--- config.mk ---
export PLATFORM = sky130hd
export DESIGN_NAME = muldiv_seq
export DESIGN_NICKNAME = d
export VERILOG_FILES = /design/src/rtl/muldiv_seq.sv
export SDC_FILE = /design/constraint.sdc
export NUM_CORES = 1
export LEC_CHECK = 0
export BUFFER_PORTS_ARGS = -buffer_cell sky130_fd_sc_hd__buf_2
export CAP_MARGIN = 40
export CORE_ASPECT_RATIO = 1.25
export CORE_MARGIN = 10
export CORE_UTILIZATION = 34
export CTS_BUF_LIST = sky130_fd_sc_hd__clkbuf_8
export CTS_CLUSTER_DIAMETER = 50
export CTS_CLUSTER_SIZE = 14
export DETAILED_ROUTE_END_ITERATION = 10
export MAX_ROUTING_LAYER = met4
export PLACE_DENSITY = 0.6
export SLEW_MARGIN = 20
export SYNTH_ARGS = -nofsm -noshare
export SYNTH_HDL_FRONTEND = slang
export SYNTH_SLANG_ARGS = --single-unit
--- constraint.sdc ---
create_clock -name clk -period 5.12 [get_ports clk]
set_input_delay 0.256 -clock clk [delete_from_list [all_inputs] [get_ports clk]]
set_output_delay 0.256 -clock clk [all_outputs]
set_load 0.01 [all_outputs]
--- src/rtl/muldiv_seq.sv ---
// Iterative unsigned multiply/divide unit for the RV32 datapath.
// A single 32-bit adder is shared by the shift-add multiply steps and the
// shift-subtract (restoring) divide steps. Each operation takes 32 steps.
// Valid/ready handshakes are used on both the request side and the result side.

module adder_bit32 (
  input  logic [31:0] a,
  input  logic [31:0] b,
  input  logic        sub,
  output logic [31:0] sum,
  output logic        cout
);
  logic [32:0] full;

  // Subtraction is a + ~b + 1. In that case cout=1 means no borrow (a >= b).
  always_comb begin
    full = {1'b0, a} + {1'b0, (sub ? ~b : b)} + {32'd0, sub};
    sum  = full[31:0];
    cout = full[32];
  end
endmodule

module muldiv_seq #(
  parameter int unsigned XLEN  = 32,
  parameter int unsigned STEPS = 32
) (
  input  logic            clk,
  input  logic            rst_n,
  input  logic            req_valid,
  output logic            req_ready,
  input  logic [1:0]      req_op,
  input  logic [XLEN-1:0] req_a,
  input  logic [XLEN-1:0] req_b,
  output logic            res_valid,
  input  logic            res_ready,
  output logic [XLEN-1:0] res_data,
  output logic            busy
);
  localparam int unsigned CW = $clog2(STEPS);

  typedef enum logic [1:0] {S_IDLE, S_RUN, S_DONE} state_e;

  state_e          state_q, state_d;
  logic [1:0]      op_q, op_d;
  logic [XLEN-1:0] opnd_q, opnd_d;   // multiplicand (MUL) or divisor (DIV)
  logic [XLEN-1:0] hi_q, hi_d;       // product high half / remainder
  logic [XLEN-1:0] lo_q, lo_d;       // multiplier->product low half / quotient
  logic [CW-1:0]   cnt_q, cnt_d;
  logic            req_ready_q, req_ready_d;
  logic            res_valid_q, res_valid_d;
  logic [XLEN-1:0] res_data_q, res_data_d;
  logic            busy_q, busy_d;

  logic [XLEN-1:0] add_a, add_b, add_sum;
  logic            add_sub, add_cout;

  adder_bit32 u_adder (
    .a    (add_a),
    .b    (add_b),
    .sub  (add_sub),
    .sum  (add_sum),
    .cout (add_cout)
  );

  // Adder operand steering. Operands are only meaningful in RUN and are held at zero otherwise.
  always_comb begin
    add_a   = '0;
    add_b   = '0;
    add_sub = 1'b0;
    if (state_q == S_RUN) begin
      if (!op_q[1]) begin
        add_a = hi_q;
        add_b = lo_q[0] ? opnd_q : '0;
      end else begin
        add_a   = {hi_q[XLEN-2:0], lo_q[XLEN-1]};
        add_b   = opnd_q;
        add_sub = 1'b1;
      end
    end
  end

  // Next-state logic for the sequencer, the datapath and the registered outputs.
  always_comb begin
    state_d     = state_q;
    op_d        = op_q;
    opnd_d      = opnd_q;
    hi_d        = hi_q;
    lo_d        = lo_q;
    cnt_d       = cnt_q;
    res_valid_d = res_valid_q;
    res_data_d  = res_data_q;
    unique case (state_q)
      S_IDLE: begin
        if (req_valid && req_ready_q) begin
          op_d  = req_op;
          cnt_d = '0;
          if (req_op[1]) begin
            opnd_d  = req_b;
            hi_d    = '0;
            lo_d    = req_a;
            state_d = S_RUN;
            // Divide by zero skips the iterations. The RISC-V results are preloaded directly.
            if (req_b == '0) begin
              hi_d    = req_a;
              lo_d    = '1;
              state_d = S_DONE;
            end
          end else begin
            opnd_d  = req_a;
            hi_d    = '0;
            lo_d    = req_b;
            state_d = S_RUN;
          end
        end
      end
      S_RUN: begin
        if (!op_q[1]) begin
          hi_d = {add_cout, add_sum[XLEN-1:1]};
          lo_d = {add_sum[0], lo_q[XLEN-1:1]};
        end else if (hi_q[XLEN-1] || add_cout) begin
          hi_d = add_sum;
          lo_d = {lo_q[XLEN-2:0], 1'b1};
        end else begin
          hi_d = add_a;
          lo_d = {lo_q[XLEN-2:0], 1'b0};
        end
        cnt_d = cnt_q + CW'(1);
        if (cnt_q == CW'(STEPS - 1)) state_d = S_DONE;
      end
      S_DONE: begin
        // The first DONE cycle registers the result. The handshake completes only after valid is visible.
        if (!res_valid_q) begin
          res_valid_d = 1'b1;
          res_data_d  = op_q[0] ? hi_q : lo_q;
        end else if (res_ready) begin
          res_valid_d = 1'b0;
          state_d     = S_IDLE;
        end
      end
      default: state_d = S_IDLE;
    endcase
    req_ready_d = (state_d == S_IDLE);
    busy_d      = (state_d != S_IDLE);
  end

  // State and output registers with synchronous active-low reset.
  always_ff @(posedge clk) begin
    if (!rst_n) begin
      state_q     <= S_IDLE;
      op_q        <= '0;
      opnd_q      <= '0;
      hi_q        <= '0;
      lo_q        <= '0;
      cnt_q       <= '0;
      req_ready_q <= 1'b1;
      res_valid_q <= 1'b0;
      res_data_q  <= '0;
      busy_q      <= 1'b0;
    end else begin
      state_q     <= state_d;
      op_q        <= op_d;
      opnd_q      <= opnd_d;
      hi_q        <= hi_d;
      lo_q        <= lo_d;
      cnt_q       <= cnt_d;
      req_ready_q <= req_ready_d;
      res_valid_q <= res_valid_d;
      res_data_q  <= res_data_d;
      busy_q      <= busy_d;
    end
  end

  assign req_ready = req_ready_q;
  assign res_valid = res_valid_q;
  assign res_data  = res_data_q;
  assign busy      = busy_q;
endmodule

==> results_dict.tcl <==
set metrics [dict create \
    tightest_slew_ns 0.8175 \
    cts_hold_buf 0 \
    synth_seq_cells 140 \
    ys_seq_area_frac 0.2845 \
    cp-end-kind "flop" \
    drive_above_1_share 0.1459 \
    top_usage_layer "met2" \
    grt_pass1_vias 8963 \
    power_mw 2.740 \
    ys.flop_type "dfxtp_1" \
    synth_top_cell_area_share 0.2845 \
    worstSetupStartpointType "flop" \
    final_nets 1362 \
    core_area_um2 28490 \
    yosys.area.top_type "dfxtp_1" \
    fmax_mhz 227.4 \
    antenna_cells 0 \
    ctsResizeCount 0 \
    root_buffer "clkbuf_8" \
    start_util 0.3458 \
    cts.sinks 140 \
    cts_setup_buffers 0 \
    detail_route.wl_per_cell_um 20.04 \
    vias 9505 \
    netlist_top_cells_count "nor2_1, mux2i_1, dfxtp_1" \
    grt_usage 0.1803 \
    skew_ns 0.01415 \
    synthesis.nets 1311 \
    hold_ws_ns 0.02881 \
    rows 69 \
    io_buffer_count 104 \
    rsz0062_at_grt "no" \
    drc 0 \
    ys_top_cells_by_area "dfxtp_1, mux2i_1, nor2_1" \
    die_w_um 172.3 \
    grt_use_met3 0.02917 \
    drtIter0Drc 769 \
    peakVddDrop_v 0.0001630 \
    crit_required_ns 5.47 \
    dp_cells 1593 \
    syn_to_final_growth_pct 12.76 \
    grt_max_degree 74 \
    dp_hpwl_um 24440 \
    fin_crit_ns 4.397 \
    gp_congestion 0.9565 \
    status "finished clean" \
    synth-edff-count 0 \
    layout.cells.non_filler 1623 \
    drv_cap 0 \
    die_y_um 210.3 \
    grt_pass1_wl_um 50470 \
    insertion_delay_ns 0.46 \
    crit_arrival_ns 4.74 \
    die_area_um2 36230 \
    slew_violations 0 \
    critical_path_class "reg2reg" \
    met1_usage 0.2173 \
    synth_warnings 0 \
    viasPerCell 5.856 \
    finalCritPeriodShare 0.8587 \
    cts_tree "done" \
    clockBufferDepth 2 \
    synth.distinct_cells 67 \
    gr-usage-met2 0.2937 \
    drt-total-wl_um 32520 \
    synth.most_common_cell "nor2_1" \
    crit_fanout 35 \
    holdCritPathClass "in2reg" \
    grt_overflow 0 \
    ios 105 \
    async_flop_share 0 \
    setup_viol 0 \
    synth.avg_cell_area_um2 8.162 \
    drt_pass1_iterations 5 \
    fin_util 0.3899 \
    syn_area_um2 9852 \
    relSlewSlack 0.4500 \
    cts.htree.levels 4 \
    p_leak_nw 4.171 \
    ant_nets 0 \
    cts.reportedPaths.clkPinSlew_ns 0.08 \
    hold_viol 0 \
    grt_antenna_before_repair 0 \
    synth_cells 1207 \
    tns_ns 0 \
    cts_made_buffers 17 \
    power_per_cell_area_nw_per_um2 246.6 \
]
-- cell families (layout without fill, tap and decap cells) --
logic type,count (synthesis),in the layout,synth area share
compound gates,336,336,0.2328
xor+xnor,61,61,0.05423
fa+ha+maj,34,34,0.04394
buf+inv,110,171,0.04559
flops,140,140,0.2845
mux,181,181,0.1850
simple gates,345,345,0.1539
-- worst max-delay path: stages (launching register included) --
cell      delay [ns]
dfxtp_4         0.52
buf_4           0.45
xnor2_1         0.18
nor2_1          0.06
ha_1            0.39
a211oi_1        0.41
o211ai_2        0.17
a211oi_1        0.33
a211oi_2        0.14
a311oi_4        0.69
buf_4           0.31
buf_4           0.17
mux2i_1         0.22
nor2_1          0.06
o21a_1          0.19
-- routing by layer --
metal | vias to the layer above | share of wire | wire [um]
met1 | 4512 | 0.42 | 13740
met2 | 352 | 0.48 | 15730
li1 | 4575 | - | -
met3 | 66 | 0.062 | 2025
met4 | 0 | 0.032 | 1026
met5 | - | 0 | 0
-- path summary, 6_finish.rpt --
| kind | slack, ns | start | cells past startpoint | end |
|---|---|---|---|---|
| hold reg to reg | 0.49 | cnt_q[4]$_SDFFE_PN0P_ | 2 | cnt_q[4]$_SDFFE_PN0P_ |
| hold / removal | 0.03 | req_op[0] | 3 | op_q[0]$_SDFFE_PN0P_ |
| setup / recovery | 0.72 | op_q[1]$_SDFFE_PN0P_ | 14 | hi_q[19]$_SDFFE_PN0P_ |
| setup reg to reg | 0.72 | op_q[1]$_SDFFE_PN0P_ | 14 | hi_q[19]$_SDFFE_PN0P_ |
-- report_power, final --
group | leakage, nW | internal (mW) | total, mW | switching [mW]
Sequential | 1.14 | 1.15 | 1.23 | 0.0736
Combinational | 2.82 | 0.220 | 0.558 | 0.339
Clock | 0.210 | 0.502 | 0.954 | 0.452
-- through the flow --
step,setup WS (ns),cell area (um2)
after global routing,0.4589,11110
after detailed placement,0.7949,10680
final,0.7232,11110
after global placement,0.8671,10630
after CTS,0.7235,11080
after floorplan,0.7799,9852
-- layout by cell type (no fill, tap or decap), types with 15 or more instances in the layout --
cell | netlist | final
dfxtp_1 | 140 | 138
clkbuf_8 | 0 | 19
nor2_1 | 189 | 186
buf_4 | 1 | 23
mux2i_1 | 172 | 172
o21ai_0 | 38 | 38
buf_2 | 13 | 103
a21oi_1 | 87 | 87
nand2_1 | 72 | 72
a22oi_1 | 28 | 28
ha_1 | 33 | 33
a211oi_1 | 68 | 68
a221oi_1 | 40 | 40
nand3_1 | 15 | 15
xnor2_1 | 47 | 47
-- sequential cells by signal (all words and copies together), names as in the netlist --
name,flops
op_q,2
res_data,32
hi_q,32
opnd_q,32
req_ready,1
lo_q,32
state_q,2
res_valid,1
busy,1
cnt_q,5
-- final cells by class --
type / instances / area, um2
clock buffer: 19 / 261.5
inverter: 12 / 47.55
tap: 355 / 444.2
multi-input combinational: 957 / 6633
fill: 2958 / 17380
timing repair buffer: 130 / 773.2
clock inverter: 10 / 142.6
sequential: 140 / 2808
(Power assumes the default switching activity.)
